==> src/rtl/isa_pkg.sv <==
// isa_pkg: instruction field layout, format codes, loader FSM states and the field packer.
package isa_pkg;
  localparam int OPC_LSB = 26, OPC_W = 6;
  localparam int RD_LSB = 21, RD_W = 5;
  localparam int RT_LSB = 16, RT_W = 5;
  localparam int RS_LSB = 11, RS_W = 5;
  localparam int FUNCT_LSB = 0, FUNCT_W = 6;
  localparam int CONST_LSB = 0, CONST_W = 16;
  localparam logic FMT_R = 1'b0;
  localparam logic FMT_I = 1'b1;
  typedef enum logic [1:0] {S_IDLE, S_LOAD, S_DRAIN, S_DONE} state_e;
  function automatic logic [31:0] encode(input logic fmt, input logic [OPC_W-1:0] opc,
                                         input logic [RD_W-1:0] rd, input logic [RT_W-1:0] rt,
                                         input logic [RS_W-1:0] rs, input logic [FUNCT_W-1:0] funct,
                                         input logic [CONST_W-1:0] cst);
    logic [31:0] w;
    w = '0;
    w[OPC_LSB +: OPC_W] = opc;
    w[RD_LSB +: RD_W] = rd;
    w[RT_LSB +: RT_W] = rt;
    if (fmt == FMT_I) w[CONST_LSB +: CONST_W] = cst;
    else begin
      w[RS_LSB +: RS_W] = rs;
      w[FUNCT_LSB +: FUNCT_W] = funct;
    end
    return w;
  endfunction
endpackage

==> src/rtl/instr_fifo.sv <==
// instr_fifo: 32-bit synchronous FIFO with full/empty flags and a registered occupancy count.
module instr_fifo #(
  parameter int DEPTH = 4,
  localparam int AW = $clog2(DEPTH)
) (
  input  logic          clk,
  input  logic          rst_n,
  input  logic          push,
  input  logic          pop,
  input  logic [31:0]   din,
  output logic [31:0]   dout,
  output logic          full,
  output logic          empty,
  output logic [AW:0]   count
);
  logic [31:0] mem_q [DEPTH];
  logic [AW-1:0] wr_q, wr_d, rd_q, rd_d;
  logic [AW:0] cnt_q, cnt_d;
  logic do_push, do_pop;
  always_comb begin
    full = cnt_q == (AW+1)'(DEPTH);
    empty = cnt_q == '0;
    do_push = push && !full;
    do_pop = pop && !empty;
    wr_d = do_push ? wr_q + AW'(1) : wr_q;
    rd_d = do_pop ? rd_q + AW'(1) : rd_q;
    cnt_d = cnt_q + (AW+1)'(do_push) - (AW+1)'(do_pop);
    dout = mem_q[rd_q];
    count = cnt_q;
  end
  always_ff @(posedge clk) begin
    if (!rst_n) begin
      wr_q <= '0;
      rd_q <= '0;
      cnt_q <= '0;
    end else begin
      wr_q <= wr_d;
      rd_q <= rd_d;
      cnt_q <= cnt_d;
    end
  end
  always_ff @(posedge clk) if (do_push) mem_q[wr_q] <= din;
endmodule

==> src/rtl/instr_encoder_loader.sv <==
// instr_encoder_loader: packs instruction fields into words and streams them into instruction memory.
// Optional ENCODER_CHECKSUM_EN adds a running XOR checksum of the words written this session.
module instr_encoder_loader
  import isa_pkg::*;
#(
  parameter int ADDR_W = 8,
  parameter int FIFO_DEPTH = 4
) (
  input  logic              clk,
  input  logic              rst_n,
  input  logic              start,
  input  logic [ADDR_W-1:0] base_addr,
  input  logic              in_valid,
  output logic              in_ready,
  input  logic              in_fmt,
  input  logic [5:0]        in_opcode,
  input  logic [4:0]        in_rd,
  input  logic [4:0]        in_rt,
  input  logic [4:0]        in_rs,
  input  logic [5:0]        in_funct,
  input  logic [15:0]       in_constant,
  input  logic              in_last,
  output logic              mem_we,
  output logic [ADDR_W-1:0] mem_addr,
  output logic [31:0]       mem_wdata,
  input  logic              mem_ready,
  output logic              busy,
  output logic              done,
  output logic              overflow,
  output logic [ADDR_W:0]   word_count
`ifdef ENCODER_CHECKSUM_EN
  ,output logic [31:0]      checksum
`endif
);
  localparam int CW = $clog2(FIFO_DEPTH);
  state_e state_q, state_d;
  logic [ADDR_W-1:0] ptr_q, ptr_d;
  logic [ADDR_W:0] cnt_q, cnt_d;
  logic ovf_q, ovf_d;
  logic push, pop, full, empty, active, has, sat, wr_done;
  logic [31:0] word, head;
  logic [CW:0] fcount;
`ifdef ENCODER_CHECKSUM_EN
  logic [31:0] sum_q, sum_d;
  assign checksum = sum_q;
`endif
  instr_fifo #(.DEPTH(FIFO_DEPTH)) u_fifo (
    .clk(clk), .rst_n(rst_n), .push(push), .pop(pop), .din(word),
    .dout(head), .full(full), .empty(empty), .count(fcount)
  );
  always_comb begin
    word = encode(in_fmt, in_opcode, in_rd, in_rt, in_rs, in_funct, in_constant);
    in_ready = state_q == S_LOAD && !full;
    push = in_valid && in_ready;
    active = state_q == S_LOAD || state_q == S_DRAIN;
    // once 2^ADDR_W words are written, remaining words are popped and dropped
    sat = cnt_q[ADDR_W];
    has = active && !empty;
    mem_we = has && !sat;
    wr_done = mem_we && mem_ready;
    pop = has && (sat || mem_ready);
    mem_wdata = mem_we ? head : '0;
    mem_addr = ptr_q;
    busy = state_q != S_IDLE;
    done = state_q == S_DONE;
    overflow = ovf_q;
    word_count = cnt_q;
    state_d = state_q;
    ptr_d = wr_done ? ptr_q + ADDR_W'(1) : ptr_q;
    cnt_d = wr_done ? cnt_q + (ADDR_W+1)'(1) : cnt_q;
    ovf_d = ovf_q || (has && sat);
`ifdef ENCODER_CHECKSUM_EN
    sum_d = wr_done ? sum_q ^ head : sum_q;
`endif
    case (state_q)
      S_IDLE: if (start) begin
        state_d = S_LOAD;
        ptr_d = base_addr;
        cnt_d = '0;
        ovf_d = 1'b0;
`ifdef ENCODER_CHECKSUM_EN
        sum_d = '0;
`endif
      end
      S_LOAD: if (push && in_last) state_d = S_DRAIN;
      S_DRAIN: if (fcount == '0) state_d = S_DONE;
      default: state_d = S_IDLE;
    endcase
  end
  always_ff @(posedge clk) begin
    if (!rst_n) begin
      state_q <= S_IDLE;
      ptr_q <= '0;
      cnt_q <= '0;
      ovf_q <= 1'b0;
`ifdef ENCODER_CHECKSUM_EN
      sum_q <= '0;
`endif
    end else begin
      state_q <= state_d;
      ptr_q <= ptr_d;
      cnt_q <= cnt_d;
      ovf_q <= ovf_d;
`ifdef ENCODER_CHECKSUM_EN
      sum_q <= sum_d;
`endif
    end
  end
endmodule

==> config.mk <==
export PLATFORM = sky130hd
export DESIGN_NAME = instr_encoder_loader
export DESIGN_NICKNAME = d
export VERILOG_FILES = /design/src/rtl/isa_pkg.sv /design/src/rtl/instr_fifo.sv /design/src/rtl/instr_encoder_loader.sv
export SDC_FILE = /design/constraint.sdc
export NUM_CORES = 1
export LEC_CHECK = 0
export ABC_AREA = 0
export BUFFER_PORTS_ARGS = -buffer_cell sky130_fd_sc_hd__buf_2
export CORE_MARGIN = 1
export CORE_UTILIZATION = 30
export DETAILED_ROUTE_END_ITERATION = 8
export PLACE_DENSITY_LB_ADDON = 0.3
export SLEW_MARGIN = 20
export SYNTH_ARGS = -nofsm -noshare
export SYNTH_HDL_FRONTEND = slang
export SYNTH_SLANG_ARGS = --single-unit
==> constraint.sdc <==
create_clock -name clk -period 2.3 [get_ports clk]
set_input_delay 0.46 -clock clk [delete_from_list [all_inputs] [get_ports clk]]
set_output_delay 0.46 -clock clk [all_outputs]
set_load 0.01 [all_outputs]
==> summary.txt, run 1 <==
STA
  – Max Clock Skew: between 0.01 and 0.015 ns
  – Setup ws final: -0.0698 ns
  – RSZ-0062 raised after global routing: yes
  – Endpoints failing setup: 33
  – Clock period minus worst slack: 2.37 ns
  – Max-slew headroom: 68.3%
  – WHS: 0.249 ns
  – Final worst path period share: 103%
  – Slew @ Worst Pin: approximately 0.47 ns
  – Final Slew Violations: 0
  – Highest clock rate: 0.422 GHz
  – Fin. Hold Viols: 0
  – Setup TNS: -1.86 ns

Power and ir drop
  – Leakage: 3.11 nW
  – Clock Power Share: about a third
  – Max VDD drop: 0.582 mV
  – Sw frac: 27.7%
  – Gate power share: approximately 29%
  – Sw Pwr: 2.46 mW
  – Sequential share of power: between 30% and 40%
  – Cell-internal power: 6.44 mW
  – Power density cells: 1030 nW/µm²

Worst setup path
  – Crit path kind: reg2out
  – WP data required: 1.84 ns
  – Critical path startpoint: state_q[0]
  – Worst R2R Start: state_q[0]
  – Startpoint types: register
  – Critical path arrival: 1.91 ns
  – CP endpoint kind: primary output
  – Critical Path Fanout Max: 8
  – Reg2Reg Depth: 11

Drt
  – DRT antenna net count: 0
  – Routed len/inst: 17.3 µm
  – Routed wire length: around 14000 µm
  – Starting DRT DRC Count: 176
  – DR vias/cell: ~4.7
  – DR DRC count: 0
  – DR vias: 3915
  – DR pass1 iterations: 4

Yosys
  – Syn Area/Cell: around 16 µm²
  – Predominant post-synthesis flop cell: edfxtp_1
  – Synth area leaders: edfxtp_1 59%, mux4_2 11%, dfxtp_1 8.9%
  – Cell area after synthesis: 6500 µm²
  – Asr flop ratio synth: 0%
  – Top cell type's share of synthesized area: 59.2%
  – Most numerous cell in the Yosys netlist: edfxtp_1
  – Syn_nets: between 400 and 500
  – Synthesized instance count: just under 400
  – EDFF count, synth: 128
  – Yosys cell types: 37
  – Post-synthesis sequential area ratio: 68.1%
  – Most frequent cells after synthesis: 128 x edfxtp_1, 46 x and2_1, 32 x mux4_2
  – Synth warnings: 0
  – Seq cells post-synth: 157
  – Biggest area consumer among synthesized cells: edfxtp_1

Clocking
  – Max clock buf depth: 2
  – Clk_lat worst skew: 0.42 ns
  – Root Driver: clkbuf_16
  – CTS tree: yes
  – CTS H-Tree Depth: 4
  – Cts bufs inserted: 17
  – # clock sinks: 157
  – Worst-path clk slew: about 0.070 ns
  – CTS Hold Bufs: 0

Placed design
  – Detailed placement HPWL: about 9000 µm
  – PortBufs: 111
  – Placer Congestion: between 0.7 and 0.8
  – Setup WS pre-CTS: 0.0856 ns
  – Dpl cells: roughly 800

Flow run
  – Maxcap violations: 0

Floorplanning
  – Initial core utilization: ~31%
  – Die area: around 22000 µm²
  – Die height: 149 µm
  – Ports: 112
  – Rows: 53
  – Core area: 21200 µm²
  – Die X: 149 µm

Worst hold path
  – HP Start: in_rd[4]
  – Tightest Hold Check Type: in2reg
  – Hold Crit Depth: 1

Run status
  – Failing checks: setup timing
  – Status: finished with violations

Final layout
  – Non-filler cells, final: 828
  – # nets final: 610
  – Layout cells sized above 1: 46.5%
  – Area Growth Syn to Fin: 33.2%

Global route
  – Largest net degree at the start of global routing: 33
  – Antenna violations before repair: 1
  – First-pass GRT wire length: 21800 µm
  – Total gr overflow: 0
  – Total track usage: 13.4%
  – Vias in the first global route: approximately 4000
final timing paths:
kind              slack [ns]             endpoint
setup / recovery       -0.07         mem_wdata[0]
hold / removal          0.25  u_fifo.mem_q[1][25]
setup reg to reg        0.11      u_fifo.count[2]
hold reg to reg         0.48             overflow
cells by family (layout without fill, tap and decap cells):
family | count (synthesis) | after routing | synth area share, %
xor gates and xnor gates | 16 | 16 | 2.16
adders and majority gates | 14 | 14 | 2.81
muxes | 46 | 46 | 13.5
DFF | 157 | 157 | 68.1
AOI/OAI and AO/OA | 29 | 29 | 2.85
other | 0 | 2 | 0
buffers and inverters | 28 | 184 | 1.71
and+or+nand+nor | 105 | 105 | 8.92
registers in the layout, summed over array words and instances (netlist names), named ones only:
signal	cells
u_fifo.mem_q	128
word_count	9
mem_addr	8
u_fifo.count	3
state_q	2
u_fifo.rd_q	2
u_fifo.wr_q	2
overflow	1
per-stage QoR:
stage / utilization [%] / power, mW / cell area [µm²]
after floorplan: - / 4.62 / 6500
after global routing: 40.9 / 9.33 / 8650
final: 40.9 / 8.90 / 8660
after global placement: 35.9 / 5.32 / 7600
after CTS: 40.5 / 8.92 / 8570
after detailed placement: 35.9 / 5.36 / 7600
cell type report:
| type | count | area [µm²] |
|---|---|---|
| Clock buffer | 18 | 429 |
| Clock inverter | 14 | 180 |
| Timing Repair Buffer | 141 | 1160 |
| Tap cell | 275 | 344 |
| Multi-Input combinational cell | 210 | 2060 |
| Sequential cell | 157 | 4430 |
| Antenna cell | 2 | 5.00 |
| Inverter | 11 | 41.3 |
| Fill cell | 1945 | 12500 |
critical path: stages (launching register included):
cell and delay (ns):
dfxtp_2 0.33, inv_2 0.05, ha_4 0.28, o31ai_4 0.07, buf_6 0.13, nor2_4 0.09, buf_12 0.14, buf_12 0.15
and2_4 0.15, buf_6 0.09
repair_timing:
item	4_1_cts	5_1_grt
pin swaps	1	2
cloned	3	1
gates resized for setup	41	29
endpoints found under the setup margin	33	34
setup buffers	10	3
routing by layer:
| metal | vias to the layer above | part of all wire [%] | track usage (%) | wire length [µm] |
|---|---|---|---|---|
| met1 | 1968 | 43 | 16.5 | 6190 |
| met2 | 132 | 50 | 22.1 | 7170 |
| met4 | 0 | 1.0 | 3.83 | 144 |
| li1 | 1800 | - | - | - |
| met3 | 15 | 5.9 | 4.53 | 849 |
| met5 | - | 0 | 0 | 0 |
cells in the final DEF (no fill, tap or decap), types with 2 or more instances in the layout:
cell type and count:
or4_1 3, nor2b_1 3, a21oi_1 10, and2_4 27
buf_4 11, nor3_1 3, nor2_1 14, xnor2_1 12
nor4_1 3, edfxtp_1 128, dfxtp_1 25, xor2_1 4
o21ai_0 9, nand3_1 6, and2_1 15, dfxtp_2 4
inv_2 2, mux4_2 32, a31oi_1 3, nand2_1 16
and2_2 4, ha_1 12, inv_1 9, and4_1 2
buf_6 32, o31ai_1 2, diode_2 2, inv_6 5
buf_2 83, bufinv_16 3, mux2_2 11, mux2i_1 3
buf_12 14, clkbuf_16 18, clkinv_4 4, nand4_1 3
power groups by stage:
stage	Clock, mW	Combinational [mW]	Sequential (mW)
floorplan	0	1.12	3.51
global route	3.05	2.78	3.49
global placement	0	1.82	3.50
detailed placement	0	1.85	3.51
finish	2.87	2.57	3.47
CTS	2.93	2.52	3.47
Power figures use the tool's default switching activity.
==> run 2, diff against run 1 <==
Settings changed: CORE_UTILIZATION 30 to 50.
==> run 2 against run 1 <==
Net effect:
- clock skew is 0.0040 ns lower
- the run still ends with setup timing left
- hold slack better by 0.0036 ns
- utilization is 27 points higher
- critical path type unchanged
- non-clock buffer count is 6 lower
- clock power is 14% higher
- power is 3.1% higher
- highest routed layer unchanged
==> summary.txt, run 2 (synthesized netlist as in run 1, its figures left out) <==
Worst setup path
  – Critical path arrival: 1.85 ns (was 1.91 ns)
  – Crit path kind: reg2out (unchanged)
  – Reg2Reg Depth: 8 (was 11)
  – Worst setup endpoint: mem_wdata[19] (was mem_wdata[0])
  – WP data required: 1.84 ns (about the same)
  – Critical path startpoint: state_q[1] (was state_q[0])
  – CP endpoint kind: primary output (unchanged)
  – Startpoint types: register (unchanged)
  – Worst R2R Start: u_fifo.count[0] (was state_q[0])
  – Worst r2r dst: u_fifo.count[2] (unchanged)
  – FF-to-FF setup slack: 0.16 ns (was 0.11 ns)
  – Critical Path Fanout Max: 8 (unchanged)

STA
  – Max Clock Skew: 0.00833 ns (was 0.0123 ns)
  – Highest clock rate: 0.434 GHz (was 0.422 GHz)
  – RSZ-0062 raised after global routing: yes (unchanged)
  – Clock period minus worst slack: 2.31 ns (was 2.37 ns)
  – Slew @ Worst Pin: 0.435 ns (was 0.473 ns)
  – Final Slew Violations: 0 (unchanged)
  – Max-slew headroom: 71.0% (was 68.3%)
  – Setup TNS: -0.0119 ns (was -1.86 ns)
  – Endpoints failing setup: 3 (was 33)
  – Setup ws final: -0.00642 ns (was -0.0698 ns)
  – Fin. Hold Viols: 0 (unchanged)
  – Final worst path period share: 100% (was 103%)

Run status
  – Failing checks: setup timing (unchanged)
  – Status: finished with violations (unchanged)

Worst hold path
  – Hold Crit Depth: 1 (unchanged)
  – Tightest Hold Check Type: in2reg (unchanged)

Floorplanning
  – Die height: 116 µm (was 149 µm)
  – Initial core utilization: 51.5% (was 30.7%)
  – Ports: 112 (unchanged)
  – Die X: 116 µm (was 149 µm)
  – Core area: 12600 µm² (was 21200 µm²)
  – Die area: 13500 µm² (was 22300 µm²)
  – Rows: 41 (was 53)

Clocking
  – CTS tree: yes (unchanged)
  – Root Driver: clkbuf_16 (unchanged)
  – CTS H-Tree Depth: 4 (unchanged)
  – Cts bufs inserted: 17 (unchanged)
  – # clock sinks: 157 (unchanged)
  – Max clock buf depth: 2 (unchanged)
  – Worst-path clk slew: 0.06 ns (was 0.07 ns)
  – Clk_lat worst skew: 0.42 ns (about the same)

Drt
  – DR pass1 iterations: 4 (unchanged)
  – DR vias/cell: 5.45 (was 4.73)
  – DRT antenna net count: 0 (unchanged)
  – Starting DRT DRC Count: 302 (was 176)
  – Routed len/inst: 19.2 µm (was 17.3 µm)
  – DR DRC count: 0 (unchanged)
  – Routed wire length: 13800 µm (was 14400 µm)
  – DR vias: 3911 (was 3915)

Flow run
  – Maxcap violations: 0 (unchanged)

Placed design
  – Detailed placement HPWL: 7940 µm (was 8950 µm)
  – Dpl cells: 677 (was 781)
  – PortBufs: 111 (unchanged)
  – Placer Congestion: 0.832 (was 0.799)

Final layout
  – Max reg flops: 128 (unchanged)
  – Commonest non-fill, non-tap cells in the layout: 128 x edfxtp_1, 85 x buf_2, 32 x mux4_2 (was 128 x edfxtp_1, 83 x buf_2, 32 x mux4_2, 32 x buf_6, 27 x and2_4)
  – Non-filler cells, final: 717 (was 828)
  – Fill count: 882 (was 1945)
  – # nets final: 604 (was 610)
  – Most common cell after layout, fill and taps aside: edfxtp_1 (unchanged)
  – Most flops, register: u_fifo.mem_q (unchanged)
  – Area occupied by multi-input gates: 2060 µm² (about the same)
  – Register area: 4430 µm² (about the same)
  – Layout cells sized above 1: 46.1% (was 46.5%)
  – Area Growth Syn to Fin: 31.3% (was 33.2%)
  – Ant diodes: 0 (was 2)

Global route
  – Largest net degree at the start of global routing: 33 (unchanged)
  – Antenna violations before repair: 0 (was 1)
  – First-pass GRT wire length: 19800 µm (was 21800 µm)
  – Total gr overflow: 0 (unchanged)
  – Vias in the first global route: 3723 (was 4007)
  – Total track usage: 20.7% (was 13.4%)

Power and ir drop
  – Leakage: 3.12 nW (was 3.11 nW)
  – Power density cells: 1080 nW/µm² (was 1030 nW/µm²)
  – Max VDD drop: 0.565 mV (was 0.582 mV)
## run 2: changes by cell type in the layout (fill, tap and decap cells not counted), moves of 2 or more
cell,before,now
buf_4,11,9
bufinv_16,3,7
clkbuf_16,18,20
buf_2,83,85
inv_6,5,1
diode_2,2,0
buf_12,14,10
buf_8,0,2
clkinv_2,0,3
buf_6,32,26
clkinv_4,4,2
## run 2: worst max-delay path: stages, from the launching register on
cell,delay (ns)
dfxtp_2,0.34
inv_2,0.05
ha_4,0.28
o31ai_4,0.09
nor2_4,0.12
buf_12,0.15
clkbuf_16,0.16
and2_4,0.14
buf_6,0.09
## run 2: metrics by stage
step / util, % / power [mW] / cell area [µm²] / worst slack [ns] / hold WS, ns
detailed placement: 58.9 / 5.31 / 7430 / 0.103 / 0.458
global placement: 58.9 / 5.26 / 7430 / 0.159 / 0.457
global route: 67.6 / 9.56 / 8530 / -0.0848 / 0.238
floorplan: - / 4.62 / 6500 / 0.0117 / 0.486
finish: 67.6 / 9.17 / 8530 / -0.00642 / 0.252
CTS: 66.0 / 8.95 / 8330 / -0.0643 / 0.235
## run 2: layer usage
| metal | track usage [%] | share of wire (%) | up-vias |
|---|---|---|---|
| met3 | 5.23 | 5.2 | 16 |
| met5 | 0 | 0 | - |
| li1 | - | - | 1780 |
| met2 | 34.5 | 50 | 133 |
| met1 | 26.1 | 43 | 1982 |
| met4 | 8.21 | 1.5 | 0 |
## run 2: how the worst min path moves through the flow
stage / from / endpoint / slack [ns]
after floorplan: state_q[1] / state_q[1] / 0.49
after global placement: overflow / overflow / 0.46
after detailed placement: overflow / overflow / 0.46
after CTS: in_rt[2] / u_fifo.mem_q[0][18] / 0.24
after global routing: in_rt[1] / u_fifo.mem_q[3][17] / 0.24
final: in_rt[4] / u_fifo.mem_q[0][20] / 0.25
## run 2: what timing repair did
| action | in CTS | in global routing |
|---|---|---|
| pin swaps | 4 | 4 |
| setup endpoints to repair | 33 | 33 |
| setup buffers | 6 | 1 |
| gates cloned | 2 | 3 |
| endpoints found under the hold margin | 0 | 0 |
| resized for setup | 30 | 42 |
| hold buffers | 0 | 0 |
## run 2: power breakdown
part / total [mW] / switching, mW / internal (mW)
Combinational: 2.42 / 1.09 / 1.33
Clock: 3.26 / 1.11 / 2.14
Sequential: 3.49 / 0.173 / 3.32
Total: 9.17 / 2.38 / 6.79
## run 2: cell type report
type                    count  area share, %
flip-flops and latches    157           51.9
multi-input cells         210           24.2
repair buffers            135           12.8
clock buffers              17           4.99
clock inverters            15           3.12
well taps                 172           2.52
inverters                  11          0.484
==> run 3, diff against run 2 <==
Settings changed: BUFFER_PORTS_ARGS -buffer_cell sky130_fd_sc_hd__buf_2 to -buffer_cell sky130_fd_sc_hd__buf_4.
==> run 3 against run 2 <==
Net effect:
- the flow still finishes with violations (setup timing)
- clock-buffer cell count is the same
- final cell count grew 0.56%
- register-to-register slack lost 0.02 ns
- hold slack lost 0.015 ns
- clock skew grew 0.0031 ns
- global-route usage grew 0.22 points
- combinational power grew 7%
- sequential power is essentially flat
- critical path type unchanged
- highest routed layer unchanged
==> summary.txt, run 3 (synthesized netlist as in run 1, its figures left out) <==
STA
  – Max-slew headroom: 72.7% (was 71.0%)
  – RSZ-0062 raised after global routing: yes (unchanged)
  – Setup ws final: -0.0341 ns (was -0.00642 ns)
  – Max Clock Skew: 0.0114 ns (was 0.00833 ns)
  – WHS: 0.237 ns (was 0.252 ns)
  – Fin. Hold Viols: 0 (unchanged)
  – Highest clock rate: 0.428 GHz (was 0.434 GHz)
  – Final Slew Violations: 0 (unchanged)
  – Final worst path period share: 101% (was 100%)
  – Endpoints failing setup: 27 (was 3)
  – Clock period minus worst slack: 2.33 ns (was 2.31 ns)
  – Slew @ Worst Pin: 0.409 ns (was 0.435 ns)

Clocking
  – Cts bufs inserted: 17 (unchanged)
  – CTS H-Tree Depth: 4 (unchanged)
  – Root Driver: clkbuf_16 (unchanged)
  – Max clock buf depth: 2 (unchanged)
  – Clk_lat worst skew: 0.42 ns (about the same)
  – CTS tree: yes (unchanged)
  – Worst-path clk slew: 0.06 ns (about the same)
  – # clock sinks: 157 (unchanged)

Power and ir drop
  – Leakage: 3.15 nW (was 3.12 nW)
  – Power density cells: 1030 nW/µm² (was 1080 nW/µm²)
  – Sequential share of power: 38.8% (was 38.1%)
  – Final Power: 9.02 mW (was 9.17 mW)
  – Max VDD drop: 0.574 mV (was 0.565 mV)
  – Clock Power Share: 32.3% (was 35.5%)
  – Gate power share: 28.8% (was 26.4%)
  – Sw Pwr: 2.41 mW (was 2.38 mW)
  – Cell-internal power: 6.61 mW (was 6.79 mW)
  – Sw frac: 26.7% (was 26.0%)

Floorplanning
  – Die X: 116 µm (unchanged)
  – Die height: 116 µm (unchanged)
  – Die area: 13500 µm² (unchanged)
  – Core area: 12600 µm² (unchanged)
  – Initial core utilization: 51.5% (unchanged)
  – Rows: 41 (unchanged)
  – Ports: 112 (unchanged)

Final layout
  – # nets final: 608 (was 604)
  – Most flops, register: u_fifo.mem_q (unchanged)
  – Design area: 8720 µm² (was 8530 µm²)
  – Area Growth Syn to Fin: 34.1% (was 31.3%)
  – Layout cells sized above 1: 46.8% (was 46.1%)
  – Most common cell after layout, fill and taps aside: edfxtp_1 (unchanged)
  – Max reg flops: 128 (unchanged)
  – Fin util: 69.1% (was 67.6%)
  – Ant diodes: 0 (unchanged)
  – Commonest non-fill, non-tap cells in the layout: 128 x edfxtp_1, 96 x buf_4, 32 x mux4_2 (was 128 x edfxtp_1, 85 x buf_2, 32 x mux4_2)

Drt
  – Routed len/inst: 19.4 µm (was 19.2 µm)
  – DRT antenna net count: 0 (unchanged)
  – Starting DRT DRC Count: 229 (was 302)
  – DR vias/cell: 5.33 (was 5.45)
  – DR pass1 iterations: 5 (was 4)
  – DR vias: 3844 (was 3911)
  – DR DRC count: 0 (unchanged)
  – Routed wire length: 14000 µm (was 13800 µm)

Placed design
  – Placer Congestion: 0.844 (was 0.832)
  – Placed cell areas: 7640 µm² (was 7430 µm²)
  – PortBufs: 111 (unchanged)
  – Detailed placement HPWL: 8100 µm (was 7940 µm)

Worst setup path
  – Buf/Inv on CP: 2 (was 4)
  – CP endpoint kind: primary output (unchanged)
  – WP data required: 1.84 ns (about the same)
  – Worst r2r dst: u_fifo.count[2] (unchanged)
  – Critical Path Fanout Max: 6 (was 8)
  – Reg2Reg Depth: 8 (unchanged)
  – Startpoint types: register (unchanged)
  – CP Depth: 4 (was 8)
  – Crit-path max cell delay: 0.51 ns (was 0.34 ns)
  – Worst R2R Start: u_fifo.count[0] (unchanged)
  – Critical path arrival: 1.87 ns (was 1.85 ns)
  – CP delay by family, top: multiplexers (was buffers and inverters)
  – Worst-path cell chain: clkbuf_16 > mux4_2 > and2_4 > buf_6 (was inv_2 > ha_4 > o31ai_4 > nor2_4 > buf_12 > clkbuf_16 > and2_4 > buf_6)
  – Slowest CP cell: mux4_2 (was dfxtp_2)
  – FF-to-FF setup slack: 0.14 ns (was 0.16 ns)
  – Crit path kind: reg2out (unchanged)

Global route
  – Total track usage: 20.9% (was 20.7%)
  – Antenna violations before repair: 0 (unchanged)
  – Vias in the first global route: 3853 (was 3723)
  – First-pass GRT wire length: 19900 µm (was 19800 µm)
  – Total gr overflow: 0 (unchanged)
  – Largest net degree at the start of global routing: 33 (unchanged)

Worst hold path
  – Tightest Hold Check Type: in2reg (unchanged)
  – HP Start: in_rd[4] (was in_rt[4])
  – WHS Endpoint: u_fifo.mem_q[3][25] (was u_fifo.mem_q[0][20])
  – Hold Crit Depth: 1 (unchanged)

Flow run
  – Maxcap violations: 0 (unchanged)

Run status
  – Status: finished with violations (unchanged)
  – Failing checks: setup timing (unchanged)
==> run 3: how the worst max path moves through the flow <==
stage	startpoint	end	slack, ns
floorplan	state_q[0]	u_fifo.count[2]	0.01
global placement	state_q[1]	u_fifo.count[2]	0.13
detailed placement	state_q[1]	u_fifo.count[2]	0.007
CTS	state_q[0]	mem_wdata[14]	-0.17
global route	register	mem_wdata[15]	-0.08
finish	register	mem_wdata[21]	-0.03
==> run 3: area by class of cell <==
| class | count | area, µm² |
|---|---|---|
| Tap cell | 172 | 215 |
| Clock inverter | 15 | 196 |
| Clock buffer | 17 | 425 |
| Sequential cell | 157 | 4430 |
| Multi-Input combinational cell | 210 | 2070 |
| Timing Repair Buffer | 139 | 1340 |
| Inverter | 11 | 41.3 |
| Fill cell | 871 | 3900 |
==> run 3: what timing repair did <==
action / in CTS / in global routing
endpoints found under the setup margin: 33 / 33
pin swaps: 1 / 29
buffers inserted: 6 / 2
gates cloned: 2 / 6
gates resized for setup: 33 / 50
hold buffers: 0 / 0
==> run 3: metrics by stage <==
| stage | TNS (ns) | worst slack [ns] | instances |
|---|---|---|---|
| final | -0.420 | -0.0341 | 721 |
| after global routing | -1.73 | -0.0776 | 721 |
| after CTS | -4.97 | -0.165 | 717 |
| after detailed placement | 0 | 0.00685 | 677 |
| after global placement | 0 | 0.129 | 677 |
| after floorplan | 0 | 0.0117 | 395 |
==> run 3: per-layer routing <==
metal | part of all wire (%) | GRT usage, % | vias to the layer above
met5 | 0 | 0 | -
li1 | - | - | 1789
met1 | 40 | 25.0 | 1900
met4 | 1.4 | 8.63 | 0
met3 | 5.6 | 6.64 | 25
met2 | 53 | 35.2 | 130
==> run 3: power by group through the flow <==
stage / registers (mW) / clock network (mW) / logic [mW]
global placement: 3.51 / 0 / 1.88
floorplan: 3.51 / 0 / 1.12
CTS: 3.48 / 2.94 / 2.33
global route: 3.52 / 3.07 / 2.80
finish: 3.50 / 2.92 / 2.60
detailed placement: 3.52 / 0 / 1.93
==> run 3: worst reg2reg max path, cell delays in order (launching register included) <==
cell	delay, ns
dfxtp_1	0.38
o31ai_4	0.37
nor2_1	0.13
ha_1	0.30
inv_1	0.04
ha_1	0.18
fa_1	0.38
xnor2_1	0.13
and2_1	0.14
